<file path="config.mk">
export PLATFORM = sky130hd
export DESIGN_NAME = adder32
export DESIGN_NICKNAME = d
export VERILOG_FILES = /design/src/rtl/adder_pkg.sv /design/src/rtl/cla4.sv /design/src/rtl/adder32.sv
export SDC_FILE = /design/constraint.sdc
export NUM_CORES = 1
export LEC_CHECK = 0
export ABC_AREA = 1
export CORE_MARGIN = 2
export CORE_UTILIZATION = 39
export DETAILED_ROUTE_END_ITERATION = 10
export GPL_ROUTABILITY_DRIVEN = 0
export GPL_TIMING_DRIVEN = 0
export HOLD_SLACK_MARGIN = 0.06
export PLACE_DENSITY = 0.73
export SYNTH_ARGS = -nofsm -noshare
export SYNTH_HDL_FRONTEND = slang
export SYNTH_SLANG_ARGS = --single-unit
export TNS_END_PERCENT = 30
</file>
<file path="constraint.sdc">
create_clock -name clk -period 2.2 [get_ports clk]
set_clock_uncertainty 0.05 [all_clocks]
set_input_delay 0.22 -clock clk [delete_from_list [all_inputs] [get_ports clk]]
set_output_delay 0.22 -clock clk [all_outputs]
set_load 0.02 [all_outputs]
</file>
<file path="src/rtl/adder_pkg.sv">
// adder_pkg: shared lookahead group width for the adder32 carry-lookahead datapath
package adder_pkg;
    localparam int GROUP_W = 4;
endpackage

</file>
<file path="src/rtl/cla4.sv">
// cla4: 4-bit lookahead group; in a[3:0],b[3:0],ci; out s[3:0], group propagate p_o, group generate g_o
module cla4
    import adder_pkg::*;
(
    input  logic [GROUP_W-1:0] a,
    input  logic [GROUP_W-1:0] b,
    input  logic               ci,
    output logic [GROUP_W-1:0] s,
    output logic               p_o,
    output logic               g_o
);
    logic [3:0] p, g, c;
    always_comb begin
        p = a ^ b;
        g = a & b;
        c[0] = ci;
        c[1] = g[0] | (p[0] & ci);
        c[2] = g[1] | (p[1] & g[0]) | (p[1] & p[0] & ci);
        c[3] = g[2] | (p[2] & g[1]) | (p[2] & p[1] & g[0]) | (p[2] & p[1] & p[0] & ci);
        s = p ^ c;
        p_o = &p;
        g_o = g[3] | (p[3] & g[2]) | (p[3] & p[2] & g[1]) | (p[3] & p[2] & p[1] & g[0]);
    end
endmodule

</file>
<file path="src/rtl/adder32.sv">
// adder32: registered {cout,sum}=a+b+cin CLA adder; in clk,rst,a,b,cin; out sum,cout (1-cycle latency)
module adder32
    import adder_pkg::*;
#(
    parameter int WIDTH = 32
) (
    input  logic             clk,
    input  logic             rst,
    input  logic [WIDTH-1:0] a,
    input  logic [WIDTH-1:0] b,
    input  logic             cin,
    output logic [WIDTH-1:0] sum,
    output logic             cout
);
    localparam int N = WIDTH / GROUP_W;
    logic [N-1:0]     gp, gg;
    logic [N:0]       gc;
    logic [WIDTH-1:0] sum_d, sum_q;
    logic             cout_d, cout_q, c, t;
    for (genvar i = 0; i < N; i++) begin : g_grp
        cla4 u_cla4 (
            .a  (a[i*GROUP_W +: GROUP_W]),
            .b  (b[i*GROUP_W +: GROUP_W]),
            .ci (gc[i]),
            .s  (sum_d[i*GROUP_W +: GROUP_W]),
            .p_o(gp[i]),
            .g_o(gg[i])
        );
    end
    // Each group carry is a flat sum-of-products of group P/G and cin, not a ripple chain.
    always_comb begin
        gc = '0;
        c = 1'b0;
        t = 1'b0;
        for (int i = 0; i <= N; i++) begin
            c = cin;
            for (int j = 0; j < i; j++) c = c & gp[j];
            for (int j = 0; j < i; j++) begin
                t = gg[j];
                for (int k = j + 1; k < i; k++) t = t & gp[k];
                c = c | t;
            end
            gc[i] = c;
        end
        cout_d = gc[N];
    end
    always_ff @(posedge clk) begin
        if (rst) begin
            sum_q  <= '0;
            cout_q <= 1'b0;
        end else begin
            sum_q  <= sum_d;
            cout_q <= cout_d;
        end
    end
    assign sum  = sum_q;
    assign cout = cout_q;
endmodule

</file>
# Word level (Yosys, flattened, before mapping)
# Index checks and enable logic that the tools add are counted.
dict set report word_totals {
  ff_bits 33
}
dict set report op_classes {
  n_reduce_logical 8
  bitwise_logic 280
}
# cell n
set op_table {}
lappend op_table {{$and 1x1->1} 148}
lappend op_table {{$or 1x1->1} 108}
lappend op_table {{$xor 4x4->4} 16}
lappend op_table {{$and 4x4->4} 8}
lappend op_table {{$reduce_and 4->1} 8}

# Logic depth before layout (Yosys ltp)
dict set report depth {
  ltp_word 21
  depth_mapped 15
  ltp_nobuf 15
}

# Modules after synthesis
# Synthesis repeated with hierarchy kept, for this count alone.
dict set report hier_totals {
  cells_unflattened 394
  area_unflattened_um2 2712.6
}
# mod seq_area_each_um2 instances area_each_um2 cells_each
set by_module_without_submodules {}
lappend by_module_without_submodules {cla4 0.0 8 203.9 33}
lappend by_module_without_submodules {adder32 660.6 1 1081.0 130}

# Worst setup path after synthesis
# Ideal clock, no wire load.
dict set report synth_path {
  path_type {input to register}
  startpoint {in a[21]}
  endpoint {reg sum_q[29], in the netlist sum[29]}
  setup_ns 0.128
  stages 10
  path_buffers 0
  t_required_ns 2.022
  setup_slack_ns -0.067
  t_arrival_ns 2.089
  cell_sequence {ha_1 > a21o_2 > a21oi_1 > o21bai_1 > nor2_1 > nand4_2 > and2_2 > fa_1 > xnor2_1 > nor2_1}
}
dict set report synth_between {
  elab_chain_cells 14
}
# element line
set synth_lines {}
lappend synth_lines {{from (decl)} adder32.sv:9} ;# input logic [WIDTH-1:0] a,
lappend synth_lines {{$xor 4x4->4} cla4.sv:14} ;# p = a ^ b;
lappend synth_lines {{$reduce_and 4->1} cla4.sv:21} ;# p_o = &p;
lappend synth_lines {{$and 1x1->1 (on tied branches) (2 in a row)} {adder32.sv:37, adder32.sv:40}}
lappend synth_lines {{$or 1x1->1 (5 in a row)} adder32.sv:41} ;# c = c | t;
lappend synth_lines {{$or 1x1->1 (*) (2 in a row)} adder32.sv:41}
lappend synth_lines {{$and 1x1->1 (*)} cla4.sv:17} ;# c[1] = g[0] | (p[0] & ci);
lappend synth_lines {{$or 1x1->1 (*)} cla4.sv:17}
lappend synth_lines {{$xor 4x4->4 (*)} cla4.sv:20} ;# s = p ^ c;
lappend synth_lines {{to (signal assigned)} adder32.sv:52} ;# sum_q <= sum_d;
lappend synth_lines {{to (decl)} adder32.sv:18} ;# logic [WIDTH-1:0] sum_d, sum_q;
# Every way passes the cells marked *; elsewhere a longest branch is shown, timed or not.
# A chain may end at the register's enable or synchronous reset.

# Worst setup path after layout
dict set report layout_path {
  startpoint {in b[6]}
  endpoint {reg sum_q[25], in the netlist sum[25]}
}
dict set report layout_between {
  elab_chain_cells 17
}
# element line
set layout_lines {}
lappend layout_lines {{from (decl)} adder32.sv:10} ;# input logic [WIDTH-1:0] b,
lappend layout_lines {{$and 4x4->4 or $xor 4x4->4 (tied branches)} {cla4.sv:15, cla4.sv:14}}
lappend layout_lines {{$and 1x1->1} cla4.sv:22} ;# g_o = g[3] | (p[3] & g[2]) | (p[3] & p[2] & g[1]) | (p[3] & p[2] & p[1] & g[0]);
lappend layout_lines {{$or 1x1->1 or $and 1x1->1 (tied branches) (2 in a row)} cla4.sv:22}
lappend layout_lines {{$or 1x1->1} cla4.sv:22}
lappend layout_lines {{$and 1x1->1 (4 in a row)} adder32.sv:40} ;# for (int k = j + 1; k < i; k++) t = t & gp[k];
lappend layout_lines {{$or 1x1->1 (*) (5 in a row)} adder32.sv:41}
lappend layout_lines {{$and 1x1->1 (*)} cla4.sv:17}
lappend layout_lines {{$or 1x1->1 (*)} cla4.sv:17}
lappend layout_lines {{$xor 4x4->4 (*)} cla4.sv:20}
# Marks and branches as above.

==> reports/metrics.yaml <==
run_status:
  status: "finished clean"
clocking:
  cts_tree: "done"
  clockRootBuffer: "clkbuf_8"
  clk_pin_slew_ns: 0.07
  clockBufferDepth: 2
  clkSinkCount: 33
  htreeDepth: 2
  cts_buffers: 5
  postCtsHoldBufs: 0
grt:
  grt_pass1_vias: 2635
  grt_max_degree: 11
  grtUsageTotal: 0.204
  antenna_found_initial: 0
  grt-ovfl-total: 0
  grt_pass1_wl_mm: 11.7
timing:
  hold_viol: 0
  slew_headroom: 0.627
  period_needed_ns: 2.14
  max_freq_mhz: 467
  finalCritPeriodShare: 0.974
  maxSlewViolCount: 0
  setup_viol: 0
  worstMarginPinSlew_ns: 0.560
floorplan:
  die_w_um: 82.9
  die_height_um: 82.9
  io_pins: 100
  start_util: 0.408
  dieArea_um2: 6870
  core_um2: 5960
  rows: 28
worst_hold_path:
  holdCritPathClass: "in2reg"
finish:
  nets: 561
  instances_no_fill: 530
  antenna_cells: 0
  nFillCells: 456
  final_util: 0.726
  layout-drive-gt1-share: 0.312
  syn2layout_area_growth_pct: 78.2
worst_setup_path:
  cp.required_ns: 2.31
  critPathMaxFanout: 3
  crit_type: "in2reg"
  cp.arrival_ns: 2.25
  cp_top_family: "simple AND/OR/NAND/NOR gates"
  cp.buffers_inverters: 3
  start_kind: "primary input"
  cpPeakStageDelay_ns: 0.40
  crit_chain: "clkdlybuf4s15_1, ha_4, nand2_4, inv_1, nand2_1, nand2_2, nand3_2, nor2_2, nand2_1, nand3_2, nor2_4, buf_4, nand4_4, fa_1, xnor2_1, nor2_1"
  cpMaxStageDelayCell: "fa_1"
  worstSetupEndpointType: "flop"
power_and_ir_drop:
  leakagePower_uw: 0.00197
  power.density_nw_per_um2: 504
  peakVddDrop_mv: 0.349
logic_synthesis:
  syn_area_um2: 2430
  seq_area_frac_synth: 0.272
  syn_avg_cell_area_um2: 7.81
  yosysTopAreaCellShare: 0.272
  syn_nets: 418
  synth_cell_type_count: 38
  synth_seq_cells: 33
  synth_common_cells: "44 x inv_1, 42 x nor2_1, 40 x nand2_1"
  yosysMostFrequentCell: "inv_1"
  synth_top_area_cell: "dfxtp_1"
  synth_flop_cell: "dfxtp_1"
  synthCells: 311
  synth-edff-count: 0
  yosys-top-cells-area: "dfxtp_1 27%, ha_1 16%, inv_1 6.8%"
  async_reset_ff_frac: 0
  yosysWarnings: 0
detailed_routing:
  first_pass_iters: 4
  drtAntennaViolNets: 0
  drt_wl_total_mm: 7.25
  post_drt_wl_per_cell_um: 13.7
  num_vias: 2640
  drc: 0
  drt_iter0_markers: 50
  routed_via_density: 4.98
placement:
  io_buffers: 99
  dp.final_hpwl_mm: 4.70
  place_inst: 485
run:
  drv_cap: 0
[cells in the final DEF, fill, tap and decap left out, types with 3 or more instances in the layout]
cell and count:
a21o_1 3, a21oi_1 14, a21oi_2 5, a31oi_1 3
buf_4 37, clkbuf_1 3, clkbuf_2 13, clkbuf_8 5
clkdlybuf4s15_1 20, clkdlybuf4s50_1 46, dfxtp_1 33, dlygate4sd2_1 15
dlymetal6s2s_1 5, fa_1 6, ha_1 8, ha_4 24
inv_1 40, inv_2 6, nand2_1 27, nand2_2 11
nand2_4 4, nand3_1 11, nand3_2 8, nand4_1 10
nor2_1 37, nor2_2 3, nor2_4 6, nor3_1 5
o21ai_0 6, o21ai_1 4, xnor2_1 7
[worst min-delay path, delay by kind of cell]
family / cells / cell delay (ns)
buffers and inverters: 2 / 0.15
and+or+nand+nor: 1 / 0.06
adders and majority gates: 1 / 0.16
[cells by family after synthesis]
family                   after synthesis  synth area share
AO/OA/AOI/OAI                         46             0.110
XOR/XNOR                               8            0.0289
adder cells (fa/ha/maj)               40             0.231
buffers and inverters                 49            0.0773
flip-flops                            33             0.272
AND/OR/NAND/NOR                      135             0.281
[through the flow]
step	hold slack [ns]	worst slack [ns]	area (µm²)	TNS (ns)	power, µW
5_1_grt	0.333	-0.0143	4330	-0.0499	2320
4_1_cts	0.429	0.0110	4040	0	2080
3_5_place_dp	0.931	-0.658	3590	-5.92	1550
2_1_floorplan	0.321	0.000203	2510	0	1190
6_report	0.295	0.0576	4330	0	2180
3_3_place_gp	0.918	-0.640	3590	-5.45	1530
[final timing paths]
path	cells after the start	from	to
max	16	b[6]	sum[25]$_SDFF_PP0_
min	4	a[16]	sum[16]$_SDFF_PP0_
[per-layer routing]
metal | track usage | up-vias | wire, µm
li1 | - | 1316 | -
met1 | 0.247 | 1233 | 2990
met2 | 0.356 | 81 | 3850
met3 | 0.0447 | 10 | 299
met4 | 0.0671 | 0 | 103
met5 | 0 | - | 0
[flip-flops by register name, indices dropped and copies added (netlist names)]
| name | flops |
|---|---|
| sum | 32 |
| cout | 1 |
[final cells by class]
class	instances	area, µm²	share of cell area
Inverter	46	173	0.0399
Timing Repair Buffer	136	1210	0.280
Multi-Input combinational cell	229	2090	0.484
Tap cell	75	93.8	0.0217
Clock inverter	2	10.0	0.00231
Clock buffer	6	72.6	0.0168
Sequential cell	33	661	0.153
Buffer	3	15.0	0.00347
[repair_timing]
| item | in CTS | in global routing |
|---|---|---|
| setup buffers | 21 | 16 |
| setup endpoints to repair | 8 | 9 |
| pin swaps | 38 | 56 |
| gates resized for setup | 84 | 84 |
[where the power goes]
| group | leakage (µW) | switching [µW] | total [µW] | internal [µW] |
|---|---|---|---|---|
| clock network | 0.0000450 | 237 | 456 | 219 |
| logic | 0.00165 | 509 | 1030 | 522 |
| registers | 0.000275 | 19.6 | 694 | 674 |
| total | 0.00197 | 766 | 2180 | 1420 |
No activity file was read; power rests on OpenSTA's default activity.
